$ cat src/rtl/edge_column_feeder.sv
// edge_column_feeder
//   Turns a raster stream of 3-bit classified pixels into vertical 3-pixel
//   window columns (rows y-2, y-1, y) using two line buffers. Each row is
//   followed by two all-zero pad columns. When EDGE_FEEDER_FLUSH_EN is
//   defined, the last row is flushed through R1 by an extra pass of IMG_W
//   columns (R2 = 0) plus two pad columns before the frame ends.
//
// Parameters
//   IMG_W          pixels per row (4..4096)
//   IMG_H          rows per frame (3..4096)
// Ports
//   clk            clock, rising edge
//   rst            asynchronous reset, active low
//   in_valid/in_ready/in_pix    input pixel handshake, raster order
//   out_valid/out_ready         output column handshake
//   R0, R1, R2     window column, top (y-2) to bottom (y)
//   out_ctr_valid  R1 row index lies inside the image
//   frame_done     one-cycle pulse when the frame ends
// Configuration macro
//   EDGE_FEEDER_FLUSH_EN  enables the FLUSH state
module edge_column_feeder #(
  parameter int IMG_W = 640,
  parameter int IMG_H = 480
) (
  input  logic       clk,
  input  logic       rst,
  input  logic       in_valid,
  output logic       in_ready,
  input  logic [2:0] in_pix,
  output logic       out_valid,
  input  logic       out_ready,
  output logic [2:0] R0,
  output logic [2:0] R1,
  output logic [2:0] R2,
  output logic       out_ctr_valid,
  output logic       frame_done
);

  localparam int XW = $clog2(IMG_W);
  localparam int YW = $clog2(IMG_H + 1);

  localparam logic [1:0] ST_RUN   = 2'd0;
  localparam logic [1:0] ST_PAD   = 2'd1;
`ifdef EDGE_FEEDER_FLUSH_EN
  localparam logic [1:0] ST_FLUSH = 2'd2;
  // During the flush pass y sits one past the last image row.
  localparam logic [YW-1:0] Y_FLUSH = YW'(IMG_H);
`endif

  localparam logic [XW-1:0] X_LAST = XW'(IMG_W - 1);
  localparam logic [YW-1:0] Y_LAST = YW'(IMG_H - 1);

  logic [1:0]    state_q, state_d;
  logic [XW-1:0] x_q, x_d;
  logic [YW-1:0] y_q, y_d;
  logic          pad_q, pad_d;
  logic          ov_q, ov_d;
  logic [2:0]    r0_q, r0_d;
  logic [2:0]    r1_q, r1_d;
  logic [2:0]    r2_q, r2_d;
  logic          ctr_q, ctr_d;
  logic          fd_q, fd_d;

  logic [2:0] lb1_q [IMG_W];
  logic [2:0] lb2_q [IMG_W];
  logic [2:0] lb1_rd, lb2_rd;

  logic load_ok;
  logic beat;

  assign lb1_rd  = lb1_q[x_q];
  assign lb2_rd  = lb2_q[x_q];
  assign load_ok = !ov_q || out_ready;
  // Gated by rst so in_ready reads 0 while reset is held.
  assign in_ready = rst && (state_q == ST_RUN) && load_ok;
  assign beat     = in_valid && in_ready;

  always_comb begin
    state_d = state_q;
    x_d     = x_q;
    y_d     = y_q;
    pad_d   = pad_q;
    ov_d    = ov_q;
    r0_d    = r0_q;
    r1_d    = r1_q;
    r2_d    = r2_q;
    ctr_d   = ctr_q;
    fd_d    = 1'b0;

    // A consumed (or empty) slot drops out_valid unless a new column loads below.
    if (load_ok) ov_d = 1'b0;

    case (state_q)
      ST_RUN: begin
        if (beat) begin
          ov_d  = 1'b1;
          r0_d  = (y_q < YW'(2)) ? '0 : lb2_rd;
          r1_d  = (y_q == '0) ? '0 : lb1_rd;
          r2_d  = in_pix;
          ctr_d = (y_q != '0);
          if (x_q == X_LAST) begin
            x_d     = '0;
            pad_d   = 1'b0;
            state_d = ST_PAD;
          end else begin
            x_d = x_q + 1'b1;
          end
        end
      end

      ST_PAD: begin
        if (load_ok) begin
          ov_d  = 1'b1;
          r0_d  = '0;
          r1_d  = '0;
          r2_d  = '0;
          ctr_d = 1'b0;
          pad_d = 1'b1;
          if (pad_q) begin
            pad_d = 1'b0;
`ifdef EDGE_FEEDER_FLUSH_EN
            if (y_q == Y_FLUSH) begin
              fd_d    = 1'b1;
              x_d     = '0;
              y_d     = '0;
              state_d = ST_RUN;
            end else if (y_q == Y_LAST) begin
              y_d     = y_q + 1'b1;
              state_d = ST_FLUSH;
            end else begin
              y_d     = y_q + 1'b1;
              state_d = ST_RUN;
            end
`else
            if (y_q == Y_LAST) begin
              fd_d    = 1'b1;
              x_d     = '0;
              y_d     = '0;
              state_d = ST_RUN;
            end else begin
              y_d     = y_q + 1'b1;
              state_d = ST_RUN;
            end
`endif
          end
        end
      end

`ifdef EDGE_FEEDER_FLUSH_EN
      ST_FLUSH: begin
        if (load_ok) begin
          ov_d  = 1'b1;
          r0_d  = lb2_rd;
          r1_d  = lb1_rd;
          r2_d  = '0;
          ctr_d = 1'b1;
          if (x_q == X_LAST) begin
            x_d     = '0;
            pad_d   = 1'b0;
            state_d = ST_PAD;
          end else begin
            x_d = x_q + 1'b1;
          end
        end
      end
`endif

      default: begin
        state_d = ST_RUN;
        x_d     = '0;
        y_d     = '0;
      end
    endcase
  end

  always_ff @(posedge clk or negedge rst) begin
    if (!rst) begin
      state_q <= ST_RUN;
      x_q     <= '0;
      y_q     <= '0;
      pad_q   <= 1'b0;
      ov_q    <= 1'b0;
      r0_q    <= '0;
      r1_q    <= '0;
      r2_q    <= '0;
      ctr_q   <= 1'b0;
      fd_q    <= 1'b0;
    end else begin
      state_q <= state_d;
      x_q     <= x_d;
      y_q     <= y_d;
      pad_q   <= pad_d;
      ov_q    <= ov_d;
      r0_q    <= r0_d;
      r1_q    <= r1_d;
      r2_q    <= r2_d;
      ctr_q   <= ctr_d;
      fd_q    <= fd_d;
    end
  end

  // Line buffers are never cleared; stale rows are masked by the y checks above.
  always_ff @(posedge clk) begin
    if (beat) begin
      lb2_q[x_q] <= lb1_rd;
      lb1_q[x_q] <= in_pix;
    end
  end

  assign out_valid     = ov_q;
  assign R0            = r0_q;
  assign R1            = r1_q;
  assign R2            = r2_q;
  assign out_ctr_valid = ctr_q;
  assign frame_done    = fd_q;

endmodule

$ cat config.mk
export PLATFORM = sky130hd
export DESIGN_NAME = edge_column_feeder
export DESIGN_NICKNAME = d
export VERILOG_FILES = /design/src/rtl/edge_column_feeder.sv
export SDC_FILE = /design/constraint.sdc
export NUM_CORES = 2
export LEC_CHECK = 0
export BUFFER_PORTS_ARGS = -buffer_cell sky130_fd_sc_hd__buf_4
export CAP_MARGIN = 20
export CORE_ASPECT_RATIO = 1.75
export CORE_UTILIZATION = 50
export DETAILED_ROUTE_END_ITERATION = 8
export HOLD_SLACK_MARGIN = 0.06
export PLACE_DENSITY_LB_ADDON = 0.15
export SLEW_MARGIN = 10
export SYNTH_ARGS = -nofsm -noshare
export SYNTH_HDL_FRONTEND = slang
export SYNTH_SLANG_ARGS = --single-unit
$ cat constraint.sdc
create_clock -name clk -period 22.7 [get_ports clk]
set_input_delay 3.405 -clock clk [delete_from_list [all_inputs] [get_ports clk]]
set_output_delay 3.405 -clock clk [all_outputs]
set_load 0.02 [all_outputs]
Word-level counts from Yosys, hierarchy flattened
Memory sizes are Yosys's and may differ from the RTL's.
Index checks and enable logic that the tools add are counted.

cells by class
  add/subtract/negate cells = 2
  magnitude comparators = 1
  eq/ne operators = 8
  multiplexer cells = 42
  bitwise gates (word level) = 1
  reduce and logical (&&, ||, !) cells = 14

operators with widths
  operator                                                                      count
  10-bit 2-to-1 mux                                                             5
  9-bit 2-to-1 mux                                                              3
  10-bit case mux with 2 select lines                                           1
  3-bit 2-to-1 mux                                                              6
  3-bit case mux with 2 select lines                                            3
  9-bit case mux with 2 select lines                                            1
  1-bit 2-to-1 mux                                                              15
  4-bit AND reduction                                                           3
  10-bit by 1-bit adder with 10-bit output, second input constant               1
  10-bit == test, second input constant                                         1
  9-bit by 1-bit adder with 9-bit output, second input constant                 1
  9-bit == test, second input constant                                          1
  9-bit logical NOT                                                             1
  9-bit by 2-bit less-than comparator with 1-bit output, second input constant  1
  9-bit nonzero test                                                            1
  2-bit 2-to-1 mux                                                              4
  2-bit != test, second input constant                                          4
  1-bit case mux with 2 select lines                                            3
  3-bit AND reduction                                                           2
  2-bit case mux with 2 select lines                                            1
  1-bit logical AND                                                             3
  2-bit by 1-bit == test with 1-bit output, second input constant               1
  2-bit logical NOT                                                             1
  2-bit by 1-bit != test with 1-bit output, second input constant               1
  other kinds (4)                                                               4

word-level totals
  register bits after elaboration = 34
  memory bits (writable) = 3,840
  input bits = 7
  output and inout bits = 13
  logic and storage cells = 80
  memories kept = 2

memories
  name   depth  width  read ports  clocked after Yosys merged registers in  wr ports  RTL line  text
  lb1_q  640    3      1           0                                        1         64        logic [2:0] lb1_q [IMG_W];
  lb2_q  640    3      1           0                                        1         65        logic [2:0] lb2_q [IMG_W];

Longest topological paths before layout
  depth after elaboration = 6
  gate-level depth with buffers = 16
  gate-level depth less buffers = 8

Least setup slack after synthesis
Ideal clock, no wire load.

  kind = flip-flop to flip-flop
  from = register x_q[2]
  to = memory lb2_q[0][0], data pin
  library setup time = 1.695 ns
  data arrival time = 9.371 ns
  path slack = 11.634 ns
  stages on the path, launching flop included = 12
  cells stage by stage = dfrtp_1 clkbuf_1 or4b_2 buf_2 buf_2 clkbuf_1 o22ai_1 nor2_1 o2111ai_1 o31ai_1 o211ai_1 a211o_1

on the way
  cells in the longest elaborated chain, start to end = 1

RTL lines
  item                      RTL line  text
  start: declaration        54        logic [XW-1:0] x_q, x_d;
  start signal: assignment  179       x_q <= '0;
  start signal: assignment  190       x_q <= x_d;
  memory 640 x 3 bit        -
  via lb1_rd[0]             66        logic [2:0] lb1_rd, lb2_rd;
  end: declaration          65

The timed path passes the listed nets, and every way through them passes these cells.

Final worst setup path
  from = register x_q[0]
  to = memory lb2_q[488][1], data pin

Same word-level chain as after synthesis.

==> flow_summary.yaml <==
synthesis:
  ys.flop_type: "edfxtp_1"
  synth-edff-count: 3840
  synth-seq-cells: 3873
  synth_area_um2: 151000
  ys_seq_area_share_pct: 76.8
  avgSynthCellArea_um2: 18.2
  syn-num-nets: 8339
  synth_cell_types: 70
  syn_inst: 8326
  synth_warnings: 0
  async_flop_share_pct: 0.852
routing:
  antenna_left: 0
  vias_per_cell: 6.41
  first_iter_violations: 8877
  num_vias: 80800
  wirelength_um: 464000
  drt-pass1-iter-count: 5
  drc_errors: 0
  routedWlPerCell_um: 36.8
sta:
  hold_violations: 0
  timing.fmax_mhz: 110
  slew-limit-headroom_pct: 6.52
  post-route-min-period_ns: 9.09
  skew_ns: 0.0362
  holdWs_ns: 0.514
  setup_tns_ns: 0
  drv_slew: 0
  tightest_slew_ns: 1.40
  setup_viol: 0
  rsz0062_at_grt: "false"
  period_share_pct: 40.1
cts:
  cts_setup_buffers: 0
  cts_buffers: 336
  cts_resized: 0
  clockBufferDepth: 4
  htree_levels: 5
  cts.clk_slew.worst_paths_ns: 0.07
  cts_hold_buf: 0
  cts_tree: "yes"
  clk_latency_ns: 0.92
  cts-root-buf: "clkbuf_16"
  cts_sinks: 3873
status:
  status: "finished clean"
layout:
  mostFrequentLayoutCell: "edfxtp_1"
  layout_common_cells: "3840 x edfxtp_1, 1512 x mux2i_1, 705 x o22ai_1"
  layoutNonFillerInstCount: 12600
  layout-drive-gt1-share_pct: 11.3
  fin_util_pct: 55.3
  final_nets: 8324
  area_growth_pct: 9.87
placed_design:
  hpwlAfterDp_um: 277000
  gp_congestion: 0.879
  port_buffers: 19
  dpl.cell_count: 12000
global_route:
  grt_first_pass_wirelength_um: 640000
  grt_max_degree: 228
  grt_use_total_pct: 30.2
  grt_pass1_vias: 81600
  gr-total-overflow: 0
  antenna_found_initial: 20
power_and_ir_drop:
  leakage_nw: 53.5
  power_mw: 18.9
  powerDensity_nw_per_um2: 114
  ir_worst_vdd_uv: 160
worst_hold_path:
  min_path_type: "reg2reg"
worst_setup_path:
  startpoint_type: "register"
  cp_max_fo: 206
  path_class: "reg2reg"
  crit_arrival_ns: 9.55
  cp-end-kind: "register"
  required_ns: 23.16
die:
  rows: 266
  dieArea_um2: 305000
  die_w_um: 418
  io_pins: 20
  core_area_um2: 300000
  die_y_um: 729
  start_util_pct: 50.4
flow_run:
  maxCapViolations: 0
==> final timing paths <==
path / slack, ns / end / cells past startpoint / from
worst max-delay path: 13.61 / lb2_q[488][1]$_DFFE_PP_ / 13 / x_q[0]$_DFFE_PN0P_
worst min register to register: 0.51 / out_ctr_valid$_DFFE_PN0P_ / 2 / out_ctr_valid$_DFFE_PN0P_
max in group asynchronous: 19.71 / x_q[5]$_DFFE_PN0P_ / 1 / rst
worst max register to register: 13.61 / lb2_q[488][1]$_DFFE_PP_ / 13 / x_q[0]$_DFFE_PN0P_
worst min-delay path: 0.51 / out_ctr_valid$_DFFE_PN0P_ / 2 / out_ctr_valid$_DFFE_PN0P_
min in group asynchronous: 2.49 / y_q[6]$_DFFE_PN0P_ / 1 / rst
==> per-stage QoR <==
stage	worst slack, ns	cell area, um2
2_1_floorplan	11.63	151000
3_5_place_dp	13.83	155000
4_1_cts	13.82	166000
5_1_grt	13.57	166000
6_report	13.61	166000
3_3_place_gp	13.96	155000
==> critical path, stage by stage, from the launching register on <==
cell and delay [ns]:
dfrtp_4 0.73, buf_4 0.74, buf_12 0.66, buf_4 0.86, buf_12 0.66, mux2i_1 0.29
o22ai_1 0.12, nor4_1 0.72, o2111ai_1 0.47, nand4_1 0.45, nor4bb_2 0.59, inv_8 0.41
buf_12 0.41, buf_4 0.55
==> report_power, final <==
group / switching [mW] / internal [mW] / leakage [nW]
clock network: 2.61 / 3.22 / 5.28
registers: 0.0459 / 8.82 / 35.0
logic: 3.10 / 1.09 / 13.2
total: 5.75 / 13.1 / 53.5
==> sequential cells by signal, summed over array words and instances (netlist names) <==
signal	cells
y_q	9
R2	3
state_q	1
frame_done	1
R0	3
pad_q	1
lb2_q	1920
R1	3
x_q	10
out_valid	1
lb1_q	1920
out_ctr_valid	1
==> kinds of logic after synthesis <==
logic type,after synthesis,share of synthesized area (%)
muxes,1725,13.2
buffers and inverters,574,2.23
DFF,3873,76.8
xor gates and xnor gates,4,0.0232
adders and majority gates,6,0.0497
AOI/OAI and AO/OA,985,4.24
and+or+nand+nor,1159,3.45
==> cell type report <==
type                       count  area (um2)
timing repair buffer         214        1990
antenna                        8        20.0
sequential                  3873      116000
clock buffer                 393        8730
tap                         4020        5030
inverter                       7        33.8
multi-input combinational   3879       32000
fill                       23300      134000
clock inverter               209        2110
==> synth_stat cells, types with 5 or more instances <==
library cell	n	area share, %
edfxtp_1	3840	76
mux2i_1	1512	10
o22ai_1	705	2.9
nor2_1	701	1.7
clkbuf_1	271	0.67
mux4_2	181	2.7
nor4_1	157	0.65
buf_4	128	0.64
nand2_1	120	0.30
buf_2	84	0.28
buf_6	64	0.48
o21ai_0	61	0.20
a22oi_1	60	0.30
nand3_1	51	0.17
nor3_1	34	0.11
dfrtp_1	33	0.55
mux4_1	25	0.43
o2111ai_1	23	0.13
nand4_1	19	0.079
a21oi_1	18	0.060
a22o_1	16	0.093
a211oi_1	15	0.074
a221oi_1	14	0.081
o22a_1	13	0.075
or4_1	12	0.060
a31oi_1	11	0.046
buf_1	10	0.025
nor2b_1	9	0.037
and2_1	8	0.033
buf_12	8	0.11
o211ai_1	8	0.040
and3_1	7	0.029
inv_1	7	0.017
mux2_2	7	0.052
nand2b_1	7	0.029
nand4b_1	7	0.041
o31ai_1	7	0.035
ha_1	6	0.050
o21bai_1	6	0.030
a21o_1	5	0.025
a311oi_1	5	0.029
==> per-layer routing <==
layer	vias up	share of wire (%)	global-route usage, %
met2	3885	51	52.1
met1	42500	35	35.4
met5	-	0.0073	0
met4	6	7.4	19.3
li1	33400	-	-
met3	1067	7.0	4.34
Power figures use the tool's default switching activity.
